**src/rtl/fib_seq_gen.sv**
```systemverilog
// Fibonacci word source with a valid/ready output: emits F(0), F(1), ... and
// stops after the largest Fibonacci number that fits in WIDTH bits.
module fib_seq_gen #(
    parameter int unsigned WIDTH = 4,
    parameter int unsigned CNT_W = 8
) (
    input  logic             clk,
    input  logic             rst_n,
    input  logic             start,
    input  logic             out_ready,
    output logic             out_valid,
    output logic [WIDTH-1:0] out_data,
    output logic             busy,
    output logic             done,
    output logic [CNT_W-1:0] count
);

    typedef enum logic [1:0] {
        IDLE,
        RUN,
        DONE
    } state_e;

    state_e           state_q;
    logic [WIDTH:0]   a_q;
    logic [WIDTH:0]   b_q;
    logic [CNT_W-1:0] count_q;
    logic             out_valid_q;
    logic [WIDTH-1:0] out_data_q;
    logic             busy_q;
    logic             done_q;

    logic             fire;
    logic [WIDTH:0]   sum_d;
    logic [CNT_W-1:0] count_d;

    assign fire    = out_valid_q & out_ready;
    assign sum_d   = a_q + b_q;
    assign count_d = (count_q == '1) ? count_q : count_q + CNT_W'(1);

    always_ff @(posedge clk or negedge rst_n) begin
        if (!rst_n) begin
            state_q     <= IDLE;
            a_q         <= '0;
            b_q         <= (WIDTH+1)'(1);
            count_q     <= '0;
            out_valid_q <= 1'b0;
            out_data_q  <= '0;
            busy_q      <= 1'b0;
            done_q      <= 1'b0;
        end else begin
            case (state_q)
                IDLE, DONE: begin
                    if (start) begin
                        state_q     <= RUN;
                        a_q         <= '0;
                        b_q         <= (WIDTH+1)'(1);
                        count_q     <= '0;
                        out_valid_q <= 1'b1;
                        out_data_q  <= '0;
                        busy_q      <= 1'b1;
                        done_q      <= 1'b0;
                    end
                end
                RUN: begin
                    if (fire) begin
                        count_q <= count_d;
                        // b spilling into bit WIDTH means the word on the bus is the last one
                        if (b_q[WIDTH]) begin
                            state_q     <= DONE;
                            out_valid_q <= 1'b0;
                            out_data_q  <= '0;
                            busy_q      <= 1'b0;
                            done_q      <= 1'b1;
                        end else begin
                            a_q        <= b_q;
                            b_q        <= sum_d;
                            out_data_q <= b_q[WIDTH-1:0];
                        end
                    end
                end
                default: begin
                    state_q     <= IDLE;
                    out_valid_q <= 1'b0;
                    out_data_q  <= '0;
                    busy_q      <= 1'b0;
                    done_q      <= 1'b0;
                end
            endcase
        end
    end

    assign out_valid = out_valid_q;
    assign out_data  = out_data_q;
    assign busy      = busy_q;
    assign done      = done_q;
    assign count     = count_q;

endmodule

```
**config.mk**
```make
export PLATFORM = sky130hd
export DESIGN_NAME = fib_seq_gen
export DESIGN_NICKNAME = d
export VERILOG_FILES = /design/src/rtl/fib_seq_gen.sv
export SDC_FILE = /design/constraint.sdc
export NUM_CORES = 1
export LEC_CHECK = 0
export ABC_CLOCK_PERIOD_IN_PS = 3600
export BUFFER_PORTS_ARGS = -buffer_cell sky130_fd_sc_hd__buf_4
export CAP_MARGIN = 20
export CORE_ASPECT_RATIO = 1.2
export CORE_MARGIN = 1
export CORE_UTILIZATION = 59
export CTS_CLUSTER_DIAMETER = 40
export DETAILED_ROUTE_END_ITERATION = 7
export GPL_TIMING_DRIVEN = 1
export HOLD_SLACK_MARGIN = 0.05
export PLACE_DENSITY = 0.82
export SETUP_SLACK_MARGIN = 0.15
export SLEW_MARGIN = 20
export SYNTH_ARGS = -nofsm -noshare
export SYNTH_HDL_FRONTEND = slang
export SYNTH_SLANG_ARGS = --single-unit
```
**constraint.sdc**
```tcl
create_clock -name clk -period 3.6 [get_ports clk]
set_input_delay 0.36 -clock clk [delete_from_list [all_inputs] [get_ports clk]]
set_output_delay 0.36 -clock clk [all_outputs]
set_load 0.02 [all_outputs]
```
==> run metrics <==
share of synthesized flip-flops with an asynchronous set or reset 100%; worst-path fanout max 10; most instantiated flip-flop cell in the synthesis netlist sky130_fd_sc_hd__dfrtp_1; Setup TNS 0 ps; final-report hold violation count 0; reg2reg start count[0]; Routed Wire Length 2.46 mm; number of H-tree branching levels 1; total of flip-flops plus latches after synthesis 24; NetSw 0.000511 W; detailed-routing iteration count for the pre-antenna-repair pass 6; clock transition at the registers of the reported paths 120 ps; Arrival @ worst endpoint 2050 ps; Total Die Area 2280 um^2; antenna violations before repair 0; post-layout power 0.00121 W; maximum ir drop on the vdd rail 0.000669 V; Net Sw Frac 42.2%; global-route wire length before repair 4.24 mm; placed instance area 1370 um^2; Layout Utilization 74.8%; clock latency reported for the late side of the worst-skew pair 310 ps; worst-path cell with the longest stage delay sky130_fd_sc_hd__or4_1; Synth Net Count 126; class of the most critical setup path register to register; clock skew after layout 1.96 ps; clock network fraction of total power 11.6%; number of ports placed on the die boundary 19; number of clock sinks 24; Syn-to-layout area delta 14.8%; cell-by-cell listing of the critical path ha_1 > and3_1 > and4_4 > or4_1 > o21ai_1; Fmax 556 MHz; sequential group share of total power 38.5%; DRC Markers 1; top cell types by occurrence after synthesis sky130_fd_sc_hd__dfrtp_1 (23), sky130_fd_sc_hd__nand2_1 (12), sky130_fd_sc_hd__a22o_1 (8), sky130_fd_sc_hd__o21ai_0 (8); share of the yosys chip area belonging to registers 48.8%; sum of overflow across all layers after global routing 0; First DRT Iteration DRCs 26; starting utilization of the core area 65.1%; largest net degree at the start of global routing 25; number of max-capacitance violations reported 0; count of placed standard cells including taps 150; final net count 147; clock tree from TritonCTS done; part of the cycle the worst path needs 50.0%; Crit. Startpoint count[0]; beginning of the worst hold path start; Relative slew margins 63.5%; number of buffers on the longest clock path 2; most frequent cell after synthesis sky130_fd_sc_hd__dfrtp_1; Finished Cell Area 1420 um^2; vias in the first global route 963; worst min-delay path class primary input to register; biggest cell delay along the critical path 460 ps; RSZ-0062 raised after global routing false; Critical Path End Type register; layout cells sized above 1 21.3%; global placement routability congestion 0.872; Max Slew Vio Count 0; Port Buf Inserts 18; # rows 17; core region area 1890 um^2; post-synthesis cell area 1230 um^2; Yosys Warn Count 0; violated checks DRC; mean instance size in the synthesized netlist 10.6 um^2; number of buffers inserted during clock tree synthesis 3; area share of the largest cell type after synthesis 46.7%; Antenna Diode Count 0; reg-to-reg setup timing slack 1800 ps; Comb power frac 49.9%; filler-free cell count of the finished design 155; via total after detailed routing 985; setup-violating endpoint count in the final report 0; crit path launch type register; Clock Root Buffer sky130_fd_sc_hd__clkbuf_4; post-synthesis cell count 116; ratio of total power to cell area 854 nW/um^2; count of nets left with antenna violations after detail routing 0; overall routing resource usage 25.4%; die width 43.7 um; post-DP HPWL 1.80 mm; result of the run finished, violations left; post-layout minimum cycle time 1800 ps; leakage power figure 0.680 nW; area leader, netlist sky130_fd_sc_hd__dfrtp_1; Worst-Margin Slew 546 ps; worst path required time 3850 ps; Netlist cell types 40; die height 52.1 um; Int Pwr 0.000698 W; leading post-synthesis cells by cell area sky130_fd_sc_hd__dfrtp_1 (47%), sky130_fd_sc_hd__a22o_1 (5.7%), sky130_fd_sc_hd__ha_1 (5.1%), sky130_fd_sc_hd__nand2_1 (3.7%), sky130_fd_sc_hd__o21ai_0 (3.2%); number of synthesized flops with an enable pin 0; routed length per instance 15.8 um; detailed-route vias per instance 6.35
[cells in the final DEF (no fill, tap or decap), drive strengths merged]
| master | Yosys | routed |
|---|---|---|
| ha | 5 | 5 |
| o2111ai | 1 | 1 |
| mux2i | 1 | 1 |
| a21o | 1 | 1 |
| nand2b | 2 | 2 |
| nor2 | 6 | 6 |
| o31ai | 4 | 4 |
| xnor2 | 1 | 1 |
| buf | 2 | 18 |
| nor3 | 1 | 1 |
| or3 | 2 | 2 |
| dfstp | 1 | 1 |
| o2bb2ai | 2 | 2 |
| dfrtp | 23 | 23 |
| clkbuf | 1 | 4 |
| o21ai | 10 | 10 |
| a21oi | 6 | 6 |
| or2b | 1 | 1 |
| nand3b | 1 | 1 |
| inv | 6 | 6 |
| a41oi | 1 | 1 |
| a22o | 8 | 8 |
| or4 | 1 | 1 |
| and2b | 1 | 1 |
| a2bb2oi | 1 | 1 |
| nor4 | 1 | 1 |
| a311oi | 1 | 1 |
| o21a | 1 | 1 |
| and4 | 2 | 2 |
| nand2 | 12 | 12 |
| fa | 1 | 1 |
| nor2b | 3 | 3 |
| and3 | 2 | 2 |
| dlygate4sd3 | 0 | 1 |
| o211ai | 3 | 3 |
| and4b | 1 | 1 |
[cells by family after synthesis]
group / Yosys count / synth area share [%]
mux: 1 / 0.812
simple gates: 36 / 16.5
compound gates: 39 / 22.7
fa+ha+maj: 6 / 6.70
xor+xnor: 1 / 0.711
buf+inv: 9 / 3.65
flops: 24 / 48.8
[state kept, by name (all words and copies together) (netlist names)]
signal,count
a_q,4
b_q,5
busy,1
count,8
out_data,4
state_q,2
[worst max-delay path: cells and delay by family, from the launching register on]
| family | cells | cell delay, ps |
|---|---|---|
| adders and majority gates | 1 | 250 |
| DFF | 1 | 450 |
| AOI/OAI and AO/OA | 1 | 80 |
| and+or+nand+nor | 3 | 950 |
[final timing paths]
path,to,depth (start not counted)
worst min register to register,out_data[0],2
worst max-delay path,count[3],5
min in group asynchronous,count[3],2
max in group asynchronous,b_q[0],2
worst max register to register,count[3],5
worst min-delay path,busy,3
[area by class of cell]
cell class                      instances  area [um^2]
Inverter                                6         22.5
Timing Repair Buffer                   19          145
Fill cell                             138          478
Multi-Input combinational cell         83          586
Sequential cell                        24          602
Tap cell                               19         23.8
Clock buffer                            4         36.3
[power groups by stage]
stage | sequential, W | combinational, W | clock (W)
floorplan | 0.000503 | 0.000382 | 0
global placement | 0.000462 | 0.000583 | 0
detailed placement | 0.000470 | 0.000603 | 0
CTS | 0.000464 | 0.000607 | 0.000145
global route | 0.000478 | 0.000673 | 0.000152
finish | 0.000465 | 0.000604 | 0.000140
[through the flow]
stage	worst slack [ps]	hold WS, ps
after floorplan	1760	64.4
after global placement	1880	272
after detailed placement	1840	271
after CTS	1810	305
after global routing	1700	370
final	1800	316
[layer usage]
layer	up-vias	GRT usage [%]	part of all wire, %
li1	469	-	-
met1	486	32.0	43
met2	26	43.0	52
met3	4	2.08	3.6
met4	0	13.0	1.2
met5	-	0	0
[timing repair]
action | CTS | global route
endpoints found under the hold margin | 23 | 0
gates resized for setup | 0 | 0
endpoints found under the setup margin | 0 | 0
setup buffers | 0 | 0
hold buffers | 1 | 0
Power figures use the tool's default switching activity.
